<file path="src/rtl/scie_fir_pkg.sv">
// rtl/scie_fir_pkg.sv - SCIE instruction codes, FSM encoding and default sizes for the FIR sequencer
package scie_fir_pkg;

   localparam logic [31:0] INSN_LOAD = 32'd11;
   localparam logic [31:0] INSN_PUSH = 32'd43;
   localparam logic [31:0] INSN_READ = 32'd91;

   localparam int DEF_NTAPS  = 5;
   localparam int DEF_W      = 32;
   localparam int DEF_RD_LAT = 1;

   typedef enum logic [2:0] {
      ST_IDLE,
      ST_LOAD,
      ST_PUSH,
      ST_GAP,
      ST_READ,
      ST_WAIT
   } state_t;

endpackage

</file>
<file path="src/rtl/scie_fir_sequencer.sv">
// rtl/scie_fir_sequencer.sv - drives SCIEPipelined load/push/read instructions from cfg and sample streams
module scie_fir_sequencer
   import scie_fir_pkg::*;
#(
   parameter int NTAPS  = DEF_NTAPS,
   parameter int W      = DEF_W,
   parameter int RD_LAT = DEF_RD_LAT
) (
   input  logic                   clock,
   input  logic                   reset,
   input  logic                   cfg_valid,
   output logic                   cfg_ready,
   input  logic [$clog2(NTAPS):0] cfg_idx,
   input  logic signed [W-1:0]    cfg_real,
   input  logic signed [W-1:0]    cfg_imag,
   output logic                   cfg_err,
   input  logic                   in_valid,
   output logic                   in_ready,
   input  logic signed [W-1:0]    in_real,
   input  logic signed [W-1:0]    in_imag,
   output logic                   out_valid,
   input  logic                   out_ready,
   output logic signed [W-1:0]    out_real,
   output logic signed [W-1:0]    out_imag,
   output logic [NTAPS-1:0]       coef_mask,
   output logic                   busy,
   output logic                   scie_valid,
   output logic [31:0]            scie_insn,
   output logic signed [W-1:0]    scie_rs1_real,
   output logic signed [W-1:0]    scie_rs1_imag,
   output logic [31:0]            scie_rs2,
   input  logic signed [W-1:0]    scie_rd_real,
   input  logic signed [W-1:0]    scie_rd_imag
);

   localparam int IDXW = $clog2(NTAPS) + 1;
   localparam int CNTW = (RD_LAT > 1) ? $clog2(RD_LAT) : 1;
   localparam logic [IDXW-1:0] NTAPS_IDX = IDXW'(NTAPS);
   localparam logic [CNTW-1:0] CNT_INIT  = CNTW'(RD_LAT - 1);

   state_t              state_q;
   logic [CNTW-1:0]     cnt_q;
   logic [NTAPS-1:0]    coef_mask_q;
   logic                cfg_err_q;
   logic                scie_valid_q;
   logic [31:0]         scie_insn_q;
   logic signed [W-1:0] scie_rs1_real_q;
   logic signed [W-1:0] scie_rs1_imag_q;
   logic [31:0]         scie_rs2_q;
   logic                out_valid_q;
   logic signed [W-1:0] out_real_q;
   logic signed [W-1:0] out_imag_q;

   logic idle;
   logic out_free;
   logic in_fire;

   assign idle     = (state_q == ST_IDLE);
   assign out_free = !out_valid_q || out_ready;
   assign in_fire  = in_valid && in_ready;

   // A sample is only taken once every tap is known and its result has somewhere to land.
   assign cfg_ready = idle;
   assign in_ready  = idle && (&coef_mask_q) && !cfg_valid && out_free;
   assign busy      = !idle;

   assign cfg_err       = cfg_err_q;
   assign coef_mask     = coef_mask_q;
   assign out_valid     = out_valid_q;
   assign out_real      = out_real_q;
   assign out_imag      = out_imag_q;
   assign scie_valid    = scie_valid_q;
   assign scie_insn     = scie_insn_q;
   assign scie_rs1_real = scie_rs1_real_q;
   assign scie_rs1_imag = scie_rs1_imag_q;
   assign scie_rs2      = scie_rs2_q;

   always_ff @(posedge clock or posedge reset) begin
      if (reset) begin
         state_q         <= ST_IDLE;
         cnt_q           <= '0;
         coef_mask_q     <= '0;
         cfg_err_q       <= 1'b0;
         scie_valid_q    <= 1'b0;
         scie_insn_q     <= '0;
         scie_rs1_real_q <= '0;
         scie_rs1_imag_q <= '0;
         scie_rs2_q      <= '0;
         out_valid_q     <= 1'b0;
         out_real_q      <= '0;
         out_imag_q      <= '0;
      end else begin
         // Instruction bus is zero unless a state below issues a word for the next cycle.
         cfg_err_q       <= 1'b0;
         scie_valid_q    <= 1'b0;
         scie_insn_q     <= '0;
         scie_rs1_real_q <= '0;
         scie_rs1_imag_q <= '0;
         scie_rs2_q      <= '0;

         if (out_valid_q && out_ready) begin
            out_valid_q <= 1'b0;
         end

         case (state_q)
            ST_IDLE: begin
               if (cfg_valid) begin
                  if (cfg_idx < NTAPS_IDX) begin
                     state_q         <= ST_LOAD;
                     scie_valid_q    <= 1'b1;
                     scie_insn_q     <= INSN_LOAD;
                     scie_rs1_real_q <= cfg_real;
                     scie_rs1_imag_q <= cfg_imag;
                     scie_rs2_q      <= 32'(cfg_idx);
                  end else begin
                     cfg_err_q <= 1'b1;
                  end
               end else if (in_fire) begin
                  state_q         <= ST_PUSH;
                  scie_valid_q    <= 1'b1;
                  scie_insn_q     <= INSN_PUSH;
                  scie_rs1_real_q <= in_real;
                  scie_rs1_imag_q <= in_imag;
               end
            end
            ST_LOAD: begin
               for (int i = 0; i < NTAPS; i++) begin
                  if (scie_rs2_q == 32'(i)) begin
                     coef_mask_q[i] <= 1'b1;
                  end
               end
               state_q <= ST_IDLE;
            end
            ST_PUSH: begin
               state_q <= ST_GAP;
            end
            ST_GAP: begin
               state_q      <= ST_READ;
               scie_valid_q <= 1'b1;
               scie_insn_q  <= INSN_READ;
            end
            ST_READ: begin
               state_q <= ST_WAIT;
               cnt_q   <= CNT_INIT;
            end
            ST_WAIT: begin
               if (cnt_q == '0) begin
                  out_real_q  <= scie_rd_real;
                  out_imag_q  <= scie_rd_imag;
                  out_valid_q <= 1'b1;
                  state_q     <= ST_IDLE;
               end else begin
                  cnt_q <= cnt_q - CNTW'(1);
               end
            end
            default: begin
               state_q <= ST_IDLE;
            end
         endcase
      end
   end

endmodule
</file>
<file path="config.mk">
export PLATFORM = sky130hd
export DESIGN_NAME = scie_fir_sequencer
export DESIGN_NICKNAME = d
export VERILOG_FILES = /design/src/rtl/scie_fir_pkg.sv /design/src/rtl/scie_fir_sequencer.sv
export SDC_FILE = /design/constraint.sdc
export NUM_CORES = 1
export LEC_CHECK = 0
export CAP_MARGIN = 20
export CORE_AREA = 2 2 157 159
export DETAILED_ROUTE_END_ITERATION = 10
export DIE_AREA = 0 0 159 161
export PLACE_DENSITY_LB_ADDON = 0.12
export SETUP_SLACK_MARGIN = 0.15
export SYNTH_ARGS = -nofsm -noshare
export SYNTH_HDL_FRONTEND = slang
export SYNTH_SLANG_ARGS = --single-unit
export TNS_END_PERCENT = 1
</file>
<file path="constraint.sdc">
create_clock -name clock -period 4.9 [get_ports clock]
set_input_delay 0.49 -clock clock [delete_from_list [all_inputs] [get_ports clock]]
set_output_delay 0.49 -clock clock [all_outputs]
set_load 0.1 [all_outputs]
</file>
### Word level (Yosys, flattened, before mapping)

Index checks and enable logic that the tools add are counted.

| cells by class | value |
|---|---|
| $add $sub $neg | 1 |
| $mul | 0 |
| divide/modulo/power cells | 0 |
| order comparisons | 1 |
| equal/unequal tests | 12 |
| shifts and indexed selects | 0 |
| mux-type cells | 32 |
| bitwise operators | 1 |
| reductions and logical operators | 20 |

Operator list:

| kind | count |
|---|---|
| $mux W32 | 9 |
| $eq A32 B2 Y1 const B | 2 |
| $pmux W32 S2 | 1 |
| $eq A32 B1 Y1 const B | 1 |
| $eq A32 B3 Y1 const B | 1 |
| $logic_not A32 Y1 | 1 |
| $mux W4 | 4 |
| $pmux W3 S5 | 1 |
| $mux W3 | 4 |
| $reduce_and A2 Y1 | 6 |
| $mux W1 | 10 |
| $eq A3 B2 Y1 const B | 2 |
| $eq A3 B3 Y1 const B | 2 |
| $mux W6 | 1 |
| $ne A3 B2 Y1 const B | 2 |
| $logic_and A1 B1 Y1 | 5 |
| $reduce_and A5 Y1 | 1 |
| $lt A4 B3 Y1 const B | 1 |
| $pmux W1 S2 | 2 |
| $eq A3 B1 Y1 const B | 1 |
| $logic_not A1 Y1 | 3 |
| $logic_not A3 Y1 | 1 |
| $reduce_and A3 Y1 | 1 |
| $ne A2 B2 Y1 const B | 1 |
| other kinds (4) | 4 |

| storage, ports and cells | value |
|---|---|
| flip-flop bits (word level) | 204 |
| latch bits | 0 |
| bits in writable memories | 0 |
| ROM bits | 0 |
| input bits | 201 |
| output and inout port bits | 203 |
| word-level logic and storage cells | 83 |
| memories kept | 0 |

### Depth between registers and ports, before layout

Gate-level depths: netlist of run 1.

| logic depth | value |
|---|---|
| depth in word-level cells | 8 |
| depth in mapped cells | 8 |
| mapped depth without buffers | 4 |

### Worst setup path after synthesis of run 1

Ideal clock, no wire load.

| path | value |
|---|---|
| kind | reg2out |
| start | register coef_mask_q[0] (netlist: coef_mask[0]) |
| end | output port in_ready |
| arrival time | 4.116 ns |
| required time | 4.410 ns |
| path slack | 0.294 ns |
| cell stages (with the launch flop) | 4 |
| path buffers | 0 |
| cell sequence | dfrtp_1 and4_1 nand2_1 nor4_1 |

| on the way | value |
|---|---|
| longest elaborated chain between the ends | 4 |

Ends and longest elaborated chain:

| element | line | RTL |
|---|---|---|
| from (decl) | scie_fir_sequencer.sv:43 | `logic [NTAPS-1:0] coef_mask_q;` |
| from (signal assigned) | scie_fir_sequencer.sv:82 | `coef_mask_q <= '0;` |
| from (signal, indexed assignment) | scie_fir_sequencer.sv:129 | `coef_mask_q[i] <= 1'b1;` |
| $reduce_and A5 Y1 | scie_fir_sequencer.sv:64 | `assign in_ready = idle && (&coef_mask_q) && !cfg_valid && out_free;` |
| $logic_and A1 B1 Y1 (3 in series) | scie_fir_sequencer.sv:64 |  |
| to (decl) | scie_fir_sequencer.sv:18 | `output logic in_ready,` |

Every way passes these cells.

### Worst setup path after layout of run 1

| path | value |
|---|---|
| start | register state_q[2] |
| end | output port in_ready |

| on the way | value |
|---|---|
| longest elaborated chain between the ends | 4 |

Ends and longest elaborated chain:

| element | line | RTL |
|---|---|---|
| from (decl) | scie_fir_sequencer.sv:41 | `state_t state_q;` |
| from (signal assigned) | scie_fir_sequencer.sv:80 | `state_q <= ST_IDLE;` |
| from (signal assigned) | scie_fir_sequencer.sv:109 | `state_q <= ST_LOAD;` |
| from (signal assigned) | scie_fir_sequencer.sv:119 | `state_q <= ST_PUSH;` |
| $logic_not A3 Y1 | scie_fir_sequencer.sv:58 | `assign idle = (state_q == ST_IDLE);` |
| $logic_and A1 B1 Y1 (3 in series) | scie_fir_sequencer.sv:64 |  |

Every way passes these cells.

==> flow_summary.json, run 1 <==
{
  "outcome": "completed",
  "area_growth_from_synthesis_to_layout_pct": 71.3,
  "floorplan.rows": 57,
  "grt_pass1_wl_um": 27700,
  "global_route.usage.met1_pct": 15.6,
  "globalRouteOverflowTotal": 0,
  "start_util_pct": 24.0,
  "yosysTopAreaCell": "dfrtp_1",
  "hold_start": "coef_mask[0]$_DFFE_PP0P_",
  "cp_num_cells": 3,
  "report.final.setup_viol": 0,
  "route.detailed.drc": 0,
  "p_leak_nw": 4.25,
  "via_count": 4354,
  "worstHoldPathType": "flop to flop",
  "clock_latency_ps": 420,
  "worstPathArrival_ps": 2740,
  "synthTopCellsByCount": "dfrtp_1 (145), a22o_1 (64), mux2_2 (64)",
  "p_per_area_mw_per_mm2": 354,
  "synth-warning-count": 0,
  "final-max-slew-violation-count": 0,
  "timing.rr.start": "state_q[2]$_DFFE_PP0P_",
  "clock_tree_sinks": 145,
  "hold_path_end": "coef_mask[0]$_DFFE_PP0P_",
  "worst_path_largest_cell_delay_ps": 1190,
  "drt_iter0_drc": 175,
  "final.period_utilization_pct": 66.0,
  "minimum_clock_period_ps": 3230,
  "design.portCount": 404,
  "mappedNetlistArea_sq_mm": 0.00576,
  "cp_data_required_time_ps": 4410,
  "max-vdd-ir-drop_mv": 0.183,
  "crit_chain": "or3_4, nor4_1, clkdlybuf4s50_1",
  "startpoint_kind_of_the_worst_setup_timing_path": "flop",
  "finalHoldViolations": 0,
  "critical_path.slowest_cell": "clkdlybuf4s50_1",
  "synth.yosys.seq_area_share_pct": 63.0,
  "count_of_nets_left_with_antenna_violations_after_detail_routing": 0,
  "drt_via_density": 4.04,
  "place.gp.congestion": 0.784,
  "ys_async_sr_fraction_pct": 100,
  "totalWireLength_um": 18400,
  "grt_start_max_net_pins": 80,
  "critical_path_class": "flop to primary output",
  "fp.coreArea_sq_mm": 0.0240,
  "timing.critical_path.max_delay_family": "buffers and inverters",
  "critical_path.endpoint_type": "primary output",
  "layout.nets": 942,
  "min_path_cells": 1,
  "antenna_found_initial": 0,
  "setup_total_negative_slack_ps": 0,
  "drive_gt1_share_pct": 14.3,
  "max_cap_violations": 0,
  "cts-hold-fix-buffers": 0,
  "number_of_h_tree_levels": 4,
  "chipHeight_um": 161,
  "synth.ff_latch_count": 145,
  "synth_area_per_cell_sq_um": 14.5,
  "synth_most_common_cell": "dfrtp_1",
  "worst_pin_slew_ps": 1060,
  "instance_count_after_placement_with_tap_cells_included": 1046,
  "timing.fmax_ghz": 0.309,
  "port_buffers": 349,
  "cts-resized-gates": 0,
  "avg_wl_per_cell_um": 17.1,
  "netlist-cell-type-count": 30,
  "preCtsSetupSlack_ps": 1900,
  "clkSlewWorstSetupHoldPaths_ps": 60,
  "rsz0062_at_grt": "no",
  "critical_path.max_fanout": 8,
  "grt_use_met2_pct": 24.9,
  "global_route_total_usage_across_every_layer_pct": 14.2,
  "cts_tree": "done",
  "grtUsageMet3_pct": 5.91,
  "inserted_clock_buffers": 17,
  "regToRegEndpoint": "scie_rs1_imag[10]$_DFF_PP0_",
  "synth_top_cell_area_share_pct": 63.0,
  "timing.max_slew.rel_slack_pct": 29.0,
  "postCtsSetupRepairBufs": 0,
  "synthTopCellsByArea": "dfrtp_1 (63%), mux2_2 (13%), a22o_1 (9.7%), buf_4 (7.7%), buf_6 (1.6%)",
  "netlist_instances": 396,
  "die_area_sq_mm": 0.0256,
  "timing.clock.skew_ps": 10.2,
  "cp_num_buf_inv": 1,
  "detail_route.first_pass.iterations": 4,
  "hpwl_um": 13900,
  "clock_tree.buffer_depth": 2,
  "die_w_um": 159,
  "worst_slack_ps": 1670,
  "grt_pass1_vias": 4680,
  "diodes": 0,
  "final_std_cells_w_o_fill": 1078,
  "grt.busiest_layer": "met2",
  "cts_root_buf": "clkbuf_16",
  "synth_edf_count": 0,
  "synth_ff_type": "dfrtp_1",
  "r2r_setup_slack_ps": 2540,
  "reg2regPathDepth": 5
}
==> worst max-delay path by stage <==
stage / from / to
global placement: out_ready / in_ready
CTS: state_q[2]$_DFFE_PP0P_ / in_ready
finish: state_q[2]$_DFFE_PP0P_ / in_ready
global route: state_q[2]$_DFFE_PP0P_ / in_ready
floorplan: coef_mask[0]$_DFFE_PP0P_ / in_ready
detailed placement: out_ready / in_ready
==> state kept, by name, summed over array words and instances (netlist names) <==
name           count
cfg_err            1
coef_mask          5
out_imag          32
out_real          32
out_valid          1
scie_insn          3
scie_rs1_imag     32
scie_rs1_real     32
scie_rs2           4
state_q            3
==> power by group <==
part	total (mW)	internal, mW	switching (mW)
registers	1.27	1.25	0.0241
clock network	1.27	0.723	0.551
logic	0.945	0.264	0.681
==> per-stage QoR <==
| step | power (mW) | util (%) | cell area, sq um | hold slack [ps] |
|---|---|---|---|---|
| 6_report | 3.49 | 41.2 | 9870 | 497 |
| 5_1_grt | 3.63 | 41.2 | 9870 | 516 |
| 4_1_cts | 3.55 | 41.2 | 9870 | 501 |
| 3_5_place_dp | 2.24 | 38.8 | 9300 | 487 |
| 3_3_place_gp | 2.24 | 38.8 | 9300 | 463 |
| 2_1_floorplan | 1.97 | - | 5960 | 507 |
==> layout by cell type (no fill, tap or decap), types with 2 or more instances in the layout <==
cell type,instances
mux2_2,64
clkbuf_16,17
buf_4,5
conb_1,55
clkdlybuf4s50_1,349
nand2_1,5
clkinv_2,2
a31o_2,3
nor2_1,4
a22o_1,64
clkinvlp_4,3
a21o_1,2
and4_2,2
inv_6,6
dfrtp_1,145
and2_1,3
inv_1,4
==> cell families after synthesis <==
| group | count (synthesis) | share of synthesized area, % |
|---|---|---|
| flops | 145 | 63.0 |
| buf+inv | 88 | 10.9 |
| compound gates | 74 | 11.0 |
| mux | 64 | 12.5 |
| simple gates | 24 | 2.52 |
| other cells | 1 | 0.0651 |
==> routing by layer <==
layer | up-vias | routed length, um
met5 | - | 0
li1 | 1983 | -
met4 | 0 | 344
met2 | 255 | 9220
met3 | 22 | 1700
met1 | 2094 | 7140
==> final cells by class <==
| class | instances | area (sq um) |
|---|---|---|
| inverter | 6 | 27.5 |
| fill | 2327 | 14100 |
| sequential | 145 | 3630 |
| clock buffer | 19 | 443 |
| multi-input combinational | 217 | 1710 |
| tap | 324 | 405 |
| clock inverter | 13 | 126 |
| timing repair buffer | 354 | 3530 |
Note: power is estimated with default switching activity, not from simulation.
==> run 2, diff against run 1 <==
--- a/config.mk
+++ b/config.mk
@@ -6,9 +6,10 @@
 export NUM_CORES = 1
 export LEC_CHECK = 0
 export CAP_MARGIN = 20
-export CORE_AREA = 2 2 157 159
+export CORE_ASPECT_RATIO = 0.5
+export CORE_MARGIN = 2
+export CORE_UTILIZATION = 32
 export DETAILED_ROUTE_END_ITERATION = 10
-export DIE_AREA = 0 0 159 161
 export PLACE_DENSITY_LB_ADDON = 0.12
 export SETUP_SLACK_MARGIN = 0.15
 export SYNTH_ARGS = -nofsm -noshare
==> constraint.sdc (replaced) <==
create_clock -name clock -period 2.65 [get_ports clock]
set_input_delay 0.265 -clock clock [delete_from_list [all_inputs] [get_ports clock]]
set_output_delay 0.265 -clock clock [all_outputs]
set_load 0.1 [all_outputs]
==> run 2 against run 1 <==
  * Die area down 25%
  * Clock skew shrank 1.0 ps
  * Design area is 4.2% lower
  * Final cell count shrank 8.2%
  * Combinational power increased by 82%
  * Power up 81%
  * Flip-flop and latch count unchanged
  * Sequential power rose by 85%
  * Worst hold slack got worse by 210 ps
  * Sequential share of layout area rose by 1.6 points
  * First-iteration DRC count fell by 22%
  * Clock-buffer cell count increased by 1
==> flow_summary.json, run 2 (same netlist as run 1, synthesis figures left out) <==
{
  "outcome": "completed",
  "globalRouteOverflowTotal": 0,
  "clock_tree.buffer_depth": 2,
  "mostFrequentLayoutCells": "clkdlybuf4s50_1 (200), buf_4 (151), dfrtp_1 (145)",
  "detail_route.first_pass.iterations": 4,
  "final.period_utilization_pct": 84.4,
  "critical_path.max_fanout": 35,
  "cts-resized-gates": 0,
  "chipHeight_um": 98.9,
  "cts-hold-fix-buffers": 0,
  "r2r_setup_slack_ps": 410,
  "cts_tree": "done",
  "max-vdd-ir-drop_mv": 0.453,
  "timing.clock.skew_ps": 9.15,
  "antenna_found_initial": 0,
  "critical_path.endpoint_type": "flop",
  "worstPathArrival_ps": 2570,
  "clock_tree_sinks": 145,
  "diodes": 0,
  "port_buffers": 349,
  "total_non_filler_cell_area_in_the_finished_layout_sq_mm": 0.00946,
  "via_count": 4214,
  "filler_cells": 1534,
  "layout.cells.most_common": "clkdlybuf4s50_1",
  "floorplan.rows": 34,
  "clock_latency_ps": 400,
  "number_of_h_tree_levels": 4,
  "fp.coreArea_sq_mm": 0.0175,
  "drive_gt1_share_pct": 34.3,
  "final-max-slew-violation-count": 0,
  "setup_total_negative_slack_ps": 0,
  "finalHoldViolations": 0,
  "worst_path_largest_cell_delay_ps": 720,
  "global_route_total_usage_across_every_layer_pct": 17.0,
  "worstHoldPathType": "primary input to async pin",
  "worst_pin_slew_ps": 752,
  "place.gp.congestion": 0.750,
  "critical_path.slowest_cell": "and4_2",
  "report.power.total_mw": 6.32,
  "cts_root_buf": "clkbuf_16",
  "inserted_clock_buffers": 17,
  "startpoint_kind_of_the_worst_setup_timing_path": "flop",
  "grt_pass1_wl_um": 24800,
  "hold_ws_ps": 286,
  "rsz0062_at_grt": "no",
  "crit_chain": "or3_4, inv_2, and4_2, buf_12, a22o_1",
  "area_growth_from_synthesis_to_layout_pct": 64.1,
  "max_cap_violations": 0,
  "route.detailed.drc": 0,
  "count_of_nets_left_with_antenna_violations_after_detail_routing": 0,
  "hpwl_um": 12800,
  "cp_data_required_time_ps": 2980,
  "clkSlewWorstSetupHoldPaths_ps": 60,
  "p_per_area_mw_per_mm2": 668,
  "grt_start_max_net_pins": 69,
  "die_w_um": 194,
  "drt_iter0_drc": 136,
  "minimum_clock_period_ps": 2240,
  "totalWireLength_um": 16700,
  "die_area_sq_mm": 0.0192,
  "report.final.setup_viol": 0,
  "design.portCount": 404,
  "timing.max_slew.rel_slack_pct": 49.9,
  "avg_wl_per_cell_um": 16.8,
  "postCtsSetupRepairBufs": 0,
  "critical_path_class": "flop to flop",
  "layout.nets": 944,
  "grt_pass1_vias": 4263,
  "drt_via_density": 4.26,
  "timing.fmax_ghz": 0.447,
  "start_util_pct": 33.0,
  "p_leak_nw": 4.48,
  "post_dp_cell_area_sq_mm": 0.00890
}
==> run 2: cell count changes in the layout (fill, tap and decap cells not counted), sizes merged <==
cell,delta
clkinvlp,+3
inv,-5
clkinv,+1
clkdlybuf4s50,-149
clkbuf,+1
buf,+151
==> run 2: path summary, 6_finish.rpt <==
check | start | cells past startpoint | endpoint
min in group clock | cfg_idx[3] | 3 | cfg_err$_DFF_PP0_
min | reset | 2 | scie_rs1_real[6]$_DFF_PP0_
max | state_q[2]$_DFFE_PP0P_ | 5 | scie_rs1_real[0]$_DFF_PP0_
max reg2reg | state_q[2]$_DFFE_PP0P_ | 5 | scie_rs1_real[0]$_DFF_PP0_
max in group asynchronous | reset | 3 | out_real[19]$_DFFE_PP0P_
min reg2reg | coef_mask[0]$_DFFE_PP0P_ | 1 | coef_mask[0]$_DFFE_PP0P_
==> run 2: report_power, final <==
part | total, mW | leakage [nW] | switching [mW] | internal (mW)
logic | 1.72 | 2.37 | 1.26 | 0.461
registers | 2.35 | 1.85 | 0.0458 | 2.31
clock network | 2.25 | 0.259 | 0.931 | 1.32
==> run 2: layout make-up <==
class                   instances  area (sq um)  area share (%)
well taps                     234           293            3.10
flip-flops and latches        145          3630            38.4
multi-input cells             217          1720            18.2
clock buffers                  20           447            4.72
repair buffers                356          3240            34.2
inverters                       6          26.3           0.278
clock inverters                12           109            1.15
==> run 2: per-layer routing <==
metal  vias to the layer above  global-route usage (%)  wire length, um
met5                         -                       0                0
met4                         0                    4.05              119
met3                         8                    4.72             1030
met2                       158                    30.2             8960
met1                      2057                    20.7             6550
li1                       1991                       -                -
==> run 2: worst max-delay path: cells and delay by family, from the launching register on <==
family	cells	cell delay, ps
AOI/OAI and AO/OA	1	170
buffers and inverters	2	360
DFF	1	450
and+or+nand+nor	2	1160
==> run 2: metrics by stage <==
| step | utilization [%] | cells | setup slack (ps) |
|---|---|---|---|
| 3_5_place_dp | 50.9 | 958 | 362 |
| 6_report | 54.1 | 990 | 413 |
| 2_1_floorplan | - | 450 | -551 |
| 5_1_grt | 54.1 | 990 | 252 |
| 4_1_cts | 54.1 | 990 | 402 |
| 3_3_place_gp | 50.9 | 958 | 409 |
